<file path="config.mk">
export PLATFORM = sky130hd
export DESIGN_NAME = ex_resolve_flat
export DESIGN_NICKNAME = d
export VERILOG_FILES = /design/src/rtl/ex_resolve_if.sv /design/src/rtl/ex_resolve.sv /design/src/flat_wrapper.sv
export SDC_FILE = /design/constraint.sdc
export NUM_CORES = 1
export LEC_CHECK = 0
export ABC_CLOCK_PERIOD_IN_PS = 5600
export CORE_ASPECT_RATIO = 1.1
export CORE_UTILIZATION = 51
export DETAILED_ROUTE_END_ITERATION = 7
export GPL_TIMING_DRIVEN = 0
export PLACE_DENSITY_LB_ADDON = 0.05
export SETUP_SLACK_MARGIN = 0.4
export SYNTH_ARGS = -nofsm -noshare
export SYNTH_HDL_FRONTEND = slang
export SYNTH_SLANG_ARGS = --single-unit
</file>
<file path="constraint.sdc">
create_clock -name clk -period 5.6 [get_ports clk]
set_input_delay 1.68 -clock clk [delete_from_list [all_inputs] [get_ports clk]]
set_output_delay 1.68 -clock clk [all_outputs]
set_load 0.02 [all_outputs]
</file>
<file path="src/rtl/ex_resolve_if.sv">
// Purpose: bundle of the execute-resolve handshake and result signals.
//   Upstream  : in_valid/in_ready plus the decoded instruction and ALU result.
//   Downstream: out_valid/out_ready plus writeback result, rd and write enable.
//   Fetch     : redirect_valid/redirect_pc pulse and the current epoch.
// Modports: master = environment driving instructions and consuming results,
//           slave  = the ex_resolve block.
interface ex_resolve_if #(
    parameter int unsigned DATA_W     = 32,
    parameter int unsigned REG_ADDR_W = 5
);
    logic                  in_valid;
    logic                  in_ready;
    logic [DATA_W-1:0]     in_pc;
    logic [DATA_W-1:0]     in_imm;
    logic [DATA_W-1:0]     in_eval;
    logic                  in_zero;
    logic [REG_ADDR_W-1:0] in_rd;
    logic                  in_reg_wr;
    logic                  in_is_branch;
    logic                  in_is_jal;
    logic                  in_is_jalr;
    logic                  in_epoch;

    logic                  out_valid;
    logic                  out_ready;
    logic [DATA_W-1:0]     out_result;
    logic [REG_ADDR_W-1:0] out_rd;
    logic                  out_reg_wr;

    logic                  redirect_valid;
    logic [DATA_W-1:0]     redirect_pc;
    logic                  epoch;

    modport master (
        output in_valid, in_pc, in_imm, in_eval, in_zero, in_rd, in_reg_wr,
               in_is_branch, in_is_jal, in_is_jalr, in_epoch, out_ready,
        input  in_ready, out_valid, out_result, out_rd, out_reg_wr,
               redirect_valid, redirect_pc, epoch
    );

    modport slave (
        input  in_valid, in_pc, in_imm, in_eval, in_zero, in_rd, in_reg_wr,
               in_is_branch, in_is_jal, in_is_jalr, in_epoch, out_ready,
        output in_ready, out_valid, out_result, out_rd, out_reg_wr,
               redirect_valid, redirect_pc, epoch
    );
endinterface

</file>
<file path="src/rtl/ex_resolve.sv">
// Purpose: execute-stage resolve. Resolves branches/jumps, drops wrong-path
// instructions by epoch tag, pulses a one-cycle fetch redirect and buffers
// surviving results in a 2-entry FIFO toward the memory stage.
// Ports:
//   clk  - rising-edge clock
//   rst  - asynchronous active-high reset
//   bus  - ex_resolve_if.slave: instruction in, result out, redirect/epoch
module ex_resolve #(
    parameter int unsigned DATA_W     = 32,
    parameter int unsigned REG_ADDR_W = 5
) (
    input  logic         clk,
    input  logic         rst,
    ex_resolve_if.slave  bus
);
    localparam int unsigned CNT_W = 2;
    localparam logic [CNT_W-1:0] CNT_FULL = CNT_W'(2);

    typedef struct packed {
        logic [DATA_W-1:0]     result;
        logic [REG_ADDR_W-1:0] rd;
        logic                  reg_wr;
    } entry_t;

    entry_t             mem_q [2];
    logic               head_q, head_d;
    logic               tail_q, tail_d;
    logic [CNT_W-1:0]   count_q, count_d;
    logic               epoch_q, epoch_d;
    logic               redir_valid_q, redir_valid_d;
    logic [DATA_W-1:0]  redir_pc_q, redir_pc_d;

    logic               accept_c;
    logic               live_c;
    logic               is_jump_c;
    logic               redirect_c;
    logic               push_c;
    logic               pop_c;
    logic [DATA_W-1:0]  target_c;
    entry_t             push_entry_c;

    // Ready depends only on registered occupancy
    assign bus.in_ready   = (count_q != CNT_FULL);
    assign bus.out_valid  = (count_q != CNT_W'(0));
    assign bus.out_result = mem_q[head_q].result;
    assign bus.out_rd     = mem_q[head_q].rd;
    assign bus.out_reg_wr = mem_q[head_q].reg_wr;

    assign bus.redirect_valid = redir_valid_q;
    assign bus.redirect_pc    = redir_pc_q;
    assign bus.epoch          = epoch_q;

    // Resolve: wrong-epoch instructions are consumed but have no effect
    always_comb begin
        accept_c   = bus.in_valid && bus.in_ready;
        live_c     = accept_c && (bus.in_epoch == epoch_q);
        is_jump_c  = bus.in_is_jal || bus.in_is_jalr;
        // ALU outputs 1 when the branch condition holds, so non-zero = taken
        redirect_c = live_c && (is_jump_c || (bus.in_is_branch && !bus.in_zero));
        push_c     = live_c && !bus.in_is_branch;
        pop_c      = bus.out_valid && bus.out_ready;

        target_c = bus.in_is_jalr
                 ? (bus.in_eval & {{(DATA_W-1){1'b1}}, 1'b0})
                 : (bus.in_pc + bus.in_imm);

        push_entry_c.result = is_jump_c ? (bus.in_pc + DATA_W'(4)) : bus.in_eval;
        push_entry_c.rd     = bus.in_rd;
        // x0 is never written regardless of the decoded write enable
        push_entry_c.reg_wr = bus.in_reg_wr && (bus.in_rd != REG_ADDR_W'(0));
    end

    // Next-state for FIFO pointers, occupancy, epoch and redirect pulse
    always_comb begin
        head_d        = head_q;
        tail_d        = tail_q;
        count_d       = count_q;
        epoch_d       = epoch_q;
        redir_valid_d = redirect_c;
        redir_pc_d    = redir_pc_q;

        if (push_c) begin
            tail_d = ~tail_q;
        end
        if (pop_c) begin
            head_d = ~head_q;
        end
        case ({push_c, pop_c})
            2'b10:   count_d = count_q + CNT_W'(1);
            2'b01:   count_d = count_q - CNT_W'(1);
            default: count_d = count_q;
        endcase

        if (redirect_c) begin
            redir_pc_d = target_c;
            epoch_d    = ~epoch_q;
        end
    end

    // State registers
    always_ff @(posedge clk or posedge rst) begin
        if (rst) begin
            head_q        <= 1'b0;
            tail_q        <= 1'b0;
            count_q       <= '0;
            epoch_q       <= 1'b0;
            redir_valid_q <= 1'b0;
            redir_pc_q    <= '0;
            mem_q[0]      <= '0;
            mem_q[1]      <= '0;
        end else begin
            head_q        <= head_d;
            tail_q        <= tail_d;
            count_q       <= count_d;
            epoch_q       <= epoch_d;
            redir_valid_q <= redir_valid_d;
            redir_pc_q    <= redir_pc_d;
            if (push_c) begin
                mem_q[tail_q] <= push_entry_c;
            end
        end
    end
endmodule

</file>
<file path="src/flat_wrapper.sv">
// flat-port wrapper written by rule: the top's interface ports become plain ports
module ex_resolve_flat 
#(
    parameter int unsigned DATA_W     = 32,
    parameter int unsigned REG_ADDR_W = 5
)
  (clk, rst, bus_in_valid, bus_in_pc, bus_in_imm, bus_in_eval, bus_in_zero, bus_in_rd, bus_in_reg_wr, bus_in_is_branch, bus_in_is_jal, bus_in_is_jalr, bus_in_epoch, bus_out_ready, bus_in_ready, bus_out_valid, bus_out_result, bus_out_rd, bus_out_reg_wr, bus_redirect_valid, bus_redirect_pc, bus_epoch);
  ex_resolve_if #(.DATA_W(DATA_W), .REG_ADDR_W(REG_ADDR_W)) bus_i ();
  input  logic clk;
  input  logic rst;
  input wire logic [$bits(bus_i.in_valid)-1:0] bus_in_valid;
  input wire logic [$bits(bus_i.in_pc)-1:0] bus_in_pc;
  input wire logic [$bits(bus_i.in_imm)-1:0] bus_in_imm;
  input wire logic [$bits(bus_i.in_eval)-1:0] bus_in_eval;
  input wire logic [$bits(bus_i.in_zero)-1:0] bus_in_zero;
  input wire logic [$bits(bus_i.in_rd)-1:0] bus_in_rd;
  input wire logic [$bits(bus_i.in_reg_wr)-1:0] bus_in_reg_wr;
  input wire logic [$bits(bus_i.in_is_branch)-1:0] bus_in_is_branch;
  input wire logic [$bits(bus_i.in_is_jal)-1:0] bus_in_is_jal;
  input wire logic [$bits(bus_i.in_is_jalr)-1:0] bus_in_is_jalr;
  input wire logic [$bits(bus_i.in_epoch)-1:0] bus_in_epoch;
  input wire logic [$bits(bus_i.out_ready)-1:0] bus_out_ready;
  output wire logic [$bits(bus_i.in_ready)-1:0] bus_in_ready;
  output wire logic [$bits(bus_i.out_valid)-1:0] bus_out_valid;
  output wire logic [$bits(bus_i.out_result)-1:0] bus_out_result;
  output wire logic [$bits(bus_i.out_rd)-1:0] bus_out_rd;
  output wire logic [$bits(bus_i.out_reg_wr)-1:0] bus_out_reg_wr;
  output wire logic [$bits(bus_i.redirect_valid)-1:0] bus_redirect_valid;
  output wire logic [$bits(bus_i.redirect_pc)-1:0] bus_redirect_pc;
  output wire logic [$bits(bus_i.epoch)-1:0] bus_epoch;
  assign bus_i.in_valid = bus_in_valid;
  assign bus_i.in_pc = bus_in_pc;
  assign bus_i.in_imm = bus_in_imm;
  assign bus_i.in_eval = bus_in_eval;
  assign bus_i.in_zero = bus_in_zero;
  assign bus_i.in_rd = bus_in_rd;
  assign bus_i.in_reg_wr = bus_in_reg_wr;
  assign bus_i.in_is_branch = bus_in_is_branch;
  assign bus_i.in_is_jal = bus_in_is_jal;
  assign bus_i.in_is_jalr = bus_in_is_jalr;
  assign bus_i.in_epoch = bus_in_epoch;
  assign bus_i.out_ready = bus_out_ready;
  assign bus_in_ready = bus_i.in_ready;
  assign bus_out_valid = bus_i.out_valid;
  assign bus_out_result = bus_i.out_result;
  assign bus_out_rd = bus_i.out_rd;
  assign bus_out_reg_wr = bus_i.out_reg_wr;
  assign bus_redirect_valid = bus_i.redirect_valid;
  assign bus_redirect_pc = bus_i.redirect_pc;
  assign bus_epoch = bus_i.epoch;
  ex_resolve #(.DATA_W(DATA_W), .REG_ADDR_W(REG_ADDR_W)) u_core (.clk(clk), .rst(rst), .bus(bus_i));
endmodule
</file>
After elaboration in Yosys (flattened, before gate mapping)

Cells that the tools add are included.

$add $sub $neg: 4
Multipliers: 0
Divide/modulo/power cells: 0
Magnitude comparators: 3
Equal/unequal tests: 4
Shift-type cells: 0
Mux-type cells: 9
Bitwise logic cells: 5
Reductions and logical operators: 15

Operators by type and width:

| operator              | count |
|---|---|
| $mux 38               | 4 |
| $bwmux 76             | 1 |
| $mux 32               | 2 |
| $demux 38 s1          | 1 |
| $add 32x3->32 const B | 1 |
| $add 32x32->32        | 1 |
| $logic_and 1x1->1     | 8 |
| $reduce_bool 5->1     | 1 |
| $ge 2x2->1 const B    | 2 |
| $not 1->2             | 2 |
| $pmux 2 s2            | 1 |
| $reduce_bool 2->1     | 2 |
| $not 1->1             | 3 |
| $add 2x1->2 const B   | 1 |
| $eq 2x1->1 const B    | 1 |
| $eq 2x2->1 const B    | 1 |
| $logic_not 1->1       | 2 |
| $logic_or 1x1->1      | 2 |
| $lt 2x1->1 const B    | 1 |
| $ne 2x2->1 const B    | 1 |
| $sub 2x1->2 const B   | 1 |
| $eq 1x1->1            | 1 |

Flip-flop bits (word level): 114
Bits in latches: 0
RAM bits: 0
ROM bits: 0
Output and inout bits: 74
Word-level logic and storage cells: 52
Memories: 0

Depth between registers and ports, before layout

Word-level depth: 6
Gate-level depth with buffers: 10

Least setup slack after synthesis

No wires, ideal clock.

Path kind: input to register
Start: input bus_in_imm[0]
End: register u_core.redir_pc_q[18] (netlist: u_core.bus.redirect_pc[18])
Data arrival time: 3.647 ns
Required time: 5.472 ns
Setup slack: 1.825 ns
Stages: 10
Buffers on the path: 0
Cell sequence: ha_1 > fa_1 > a21o_1 > a41oi_1 > a21oi_1 > nor2_2 > o21bai_1 > a221oi_1 > xor2_1 > a21oi_1

Cells in the longest elaborated chain, start to end: 2

Ends and longest elaborated chain:

| element                | RTL line           | RTL |
|---|---|---|
| start: declaration     | flat_wrapper.sv:13 | `input wire logic [$bits(bus_i.in_imm)-1:0] bus_in_imm;` |
| $add 32x32->32         | ex_resolve.sv:65   | `: (bus.in_pc + bus.in_imm);` |
| $mux 32                | ex_resolve.sv:64   | `? (bus.in_eval & {{(DATA_W-1){1'b1}}, 1'b0})` |
| end signal: assignment | ex_resolve.sv:117  | `redir_pc_q <= redir_pc_d;` |
| end: declaration       | ex_resolve.sv:31   | `logic [DATA_W-1:0] redir_pc_q, redir_pc_d;` |

No other way between the ends.
A chain may end at the register's enable or synchronous reset.

Worst setup path after layout

Start: register u_core.head_q
End: output bus_out_result[16]

Cells in the longest elaborated chain, start to end: 4

Ends and longest elaborated chain:

| element                         | RTL line           | RTL |
|---|---|---|
| start: declaration              | ex_resolve.sv:26   | `logic head_q, head_d;` |
| start signal: assignment        | ex_resolve.sv:103  | `head_q <= 1'b0;` |
| start signal: assignment        | ex_resolve.sv:112  | `head_q <= head_d;` |
| $not 1->2 (implied by the code) | ex_resolve.sv:45   | `assign bus.out_result = mem_q[head_q].result;` |
| $mux 38 (implied by the code)   | ex_resolve.sv:45   |  |
| $mux 38 (2 in series)           | n/a                |  |
| end: declaration                | flat_wrapper.sv:25 | `output wire logic [$bits(bus_i.out_result)-1:0] bus_out_result;` |

No other way between the ends. The select of a mux whose other input is x is not followed.

==> reports/summary.txt <==
initial core utilization -> 0.523
Hold Path Origin -> u_core.bus.redirect_pc[0]$_DFFE_PP0P_
fillers -> 1172
hold crit path type -> reg -> reg
Worst Setup End Kind -> primary output
most frequent cells after synthesis -> nand2_1 (127), dfrtp_1 (114), a21oi_1 (82)
Post-CTS Resized -> 0
final setup vio count -> 0
GRT Resource Usage Total -> 0.296
Die X -> 118 um
Crit Path Max Fanout -> 10
Worst-Margin Slew -> 0.646 ns
first-pass GRT wire length -> 34800 um
final net count -> 1179
Max clock buf depth -> 2
largest net degree at the start of global routing -> 72
final hold violations -> 0
post-synth net total -> 975
WHS Path Cells -> 2
CTS Buf Count -> 17
FF-to-FF path depth -> 8
DRC -> 0
clock latency on the worst-skew pair -> 0.41 ns
Core Box Area -> 14500 um2
Top-Level Pins -> 185
Die Ht -> 130 um
maximum vdd drop -> 295 uV
Power per Cell Area -> 475 nW/um2
TritonRoute pass-1 iters -> 5
CTS sink cnt -> 114
Final period util -> 0.806
Pleak -> 4.41 nW
remaining antenna violation count -> 0
Iter 0 DRT Violations -> 440
Synth cell types -> 67
CP cell instances -> clkbuf_1 -> buf_1 -> mux2_2 -> clkdlybuf4s50_1
cell taking the most area after synthesis -> dfrtp_1
status -> complete, no violations
number of synthesized register bits -> 114
internal reg-to-reg setup slack -> 3.34 ns
Clock transition at path regs -> 0.06 ns
shortest period the worst path allows -> 4.52 ns
sequential element share of the synthesized area -> 0.376
max_slew headroom -> 0.570
launching point of the worst reg2reg path -> u_core.count_q[0]$_DFFE_PP0P_
Fmax -> 221 MHz
Post-DP HPWL -> 17700 um
RSZ-0062 raised after global routing -> no
FFs w/ async S/R, synth -> 1.00
final setup margin -> 1.08 ns
total power -> 0.00488 W
count leader, synth -> nand2_1
Die ar. -> 15400 um2
Final Slew Violations -> 0
Worst Hold End -> u_core.bus.redirect_pc[0]$_DFFE_PP0P_
area grow syn2layout -> 35.5%
WL/cell -> 18.1 um
CTS tree -> yes
Final Wtd Congestion -> 0.903
Startpoint Class -> flip-flop
initial antenna violation count -> 0
H-tree depth -> 4
Post-synth EDFFs -> 0
ANT cells -> 0
PortBufs -> 183
Non-Filler Instances -> 1238
dominant synthesized flop cell -> dfrtp_1
Fin Clk Skew -> 0.00992 ns
syn_area_per_cell -> 9.14 um2
post-synth top area share -> 0.376
final WL -> 22400 um
Mapped Area -> 7590 um2
total gr overflow -> 0
Post-CTS Setup Bufs -> 0
CTS Root Cell -> clkbuf_16
dpl cells -> 1207
Critical R2R Capture -> u_core.mem_q[68]$_DFFE_PP0P_
Post-Place Setup Slack -> 1.02 ns
CTS Hold Bufs -> 0
num rows -> 46
crit path buf inv count -> 3
CP max-delay cell -> clkdlybuf4s50_1
Slowest Stage Delay on Critical Path -> 0.56 ns
critical path type -> reg -> out
synth top area cells -> dfrtp_1 (38%), mux2_2 (12%), nand2_1 (6.3%)
Vias -> 6987
Mapped Cells -> 830
Arr. time, crit path -> 2.84 ns
vias in the first global route -> 6651
worst path required time -> 3.92 ns
share of layout cells above drive strength 1 -> 0.152
Max Cap Violations -> 0
Top Family by Delay on Critical Path -> buffers and inverters
vias per inst -> 5.64
synth warn -> 0
[state kept, by name (all words and copies together), names as in the netlist]
register	count
u_core.bus.epoch	1
u_core.bus.redirect_pc	32
u_core.bus.redirect_valid	1
u_core.count_q	2
u_core.head_q	1
u_core.mem_q	76
u_core.tail_q	1
[worst register-to-register path, delay by kind of cell, from the launching register on]
kind          cells  cell delay, ns
simple gates      6            1.17
buf+inv           2            0.61
flops             1            0.41
[metal layers]
layer | vias to the layer above | share of wire | GRT usage
met1 | 3340 | 0.43 | 0.393
li1 | 3336 | - | -
met2 | 277 | 0.49 | 0.503
met3 | 34 | 0.058 | 0.0411
met4 | 0 | 0.021 | 0.0995
met5 | - | 0 | 0
[final cells by class]
| type | count | area, um2 | share of cell area |
|---|---|---|---|
| clock buffer | 19 | 453 | 0.0440 |
| tap | 192 | 240 | 0.0234 |
| timing repair buffer | 185 | 1890 | 0.183 |
| multi-input combinational | 659 | 4480 | 0.436 |
| sequential | 114 | 2850 | 0.277 |
| clock inverter | 12 | 110 | 0.0107 |
| buffer | 44 | 210 | 0.0204 |
| inverter | 13 | 51.3 | 0.00499 |
[cells by family after synthesis]
family,Yosys count,share of synthesized area
AND/OR/NAND/NOR,264,0.156
AO/OA/AOI/OAI,212,0.177
flip-flops,114,0.376
multiplexers,86,0.127
XOR/XNOR,63,0.0727
buffers and inverters,57,0.0341
adder cells (fa/ha/maj),34,0.0570
[how the worst max path moves through the flow]
stage,start,end,slack [ns],cells after the start
after detailed placement,bus_in_pc[0],u_core.bus.redirect_pc[18]$_DFFE_PP0P_,1.02,11
after global routing,u_core.head_q$_DFFE_PP0P_,bus_out_result[16],0.95,4
after global placement,rst,u_core.bus.redirect_pc[6]$_DFFE_PP0P_,-0.76,2
final,u_core.head_q$_DFFE_PP0P_,bus_out_result[16],1.08,4
after CTS,u_core.head_q$_DFFE_PP0P_,bus_out_result[16],1.03,4
after floorplan,rst,u_core.bus.epoch$_DFFE_PP0P_,0.90,1
[placed cells by master (no fill, tap or decap), types with 4 or more instances in the layout]
master	n
clkdlybuf4s50_1	183
nand2_1	127
dfrtp_1	114
a21oi_1	82
mux2_2	78
nor2_1	65
o21ai_0	50
xnor2_1	33
ha_1	33
xor2_1	30
clkbuf_1	22
nand3_1	19
clkbuf_16	17
a21o_1	13
and3_1	13
buf_2	12
inv_1	11
o21a_1	11
nand4_1	9
o21bai_1	8
a31oi_1	7
o22ai_1	6
mux2i_1	6
or2_2	4
buf_1	4
nor3_1	4
o21ai_1	4
nand3b_1	4
clkinvlp_4	4
[metrics by stage]
stage | TNS [ns] | hold slack, ns | utilization | instance area, um2
CTS | 0 | 0.474 | 0.709 | 10300
finish | 0 | 0.473 | 0.709 | 10300
floorplan | 0 | 0.442 | - | 7590
global placement | -85.35 | 0.454 | 0.666 | 9660
global route | 0 | 0.498 | 0.709 | 10300
detailed placement | 0 | 0.459 | 0.670 | 9720
[power by group]
group	switching [W]	total (W)	internal (W)	leakage (nW)
clock	0.000389	0.00102	0.000630	0.267
combinational	0.00121	0.00240	0.00120	2.76
sequential	0.000236	0.00146	0.00123	1.38
total	0.00183	0.00488	0.00305	4.41
(Power assumes the default switching activity.)
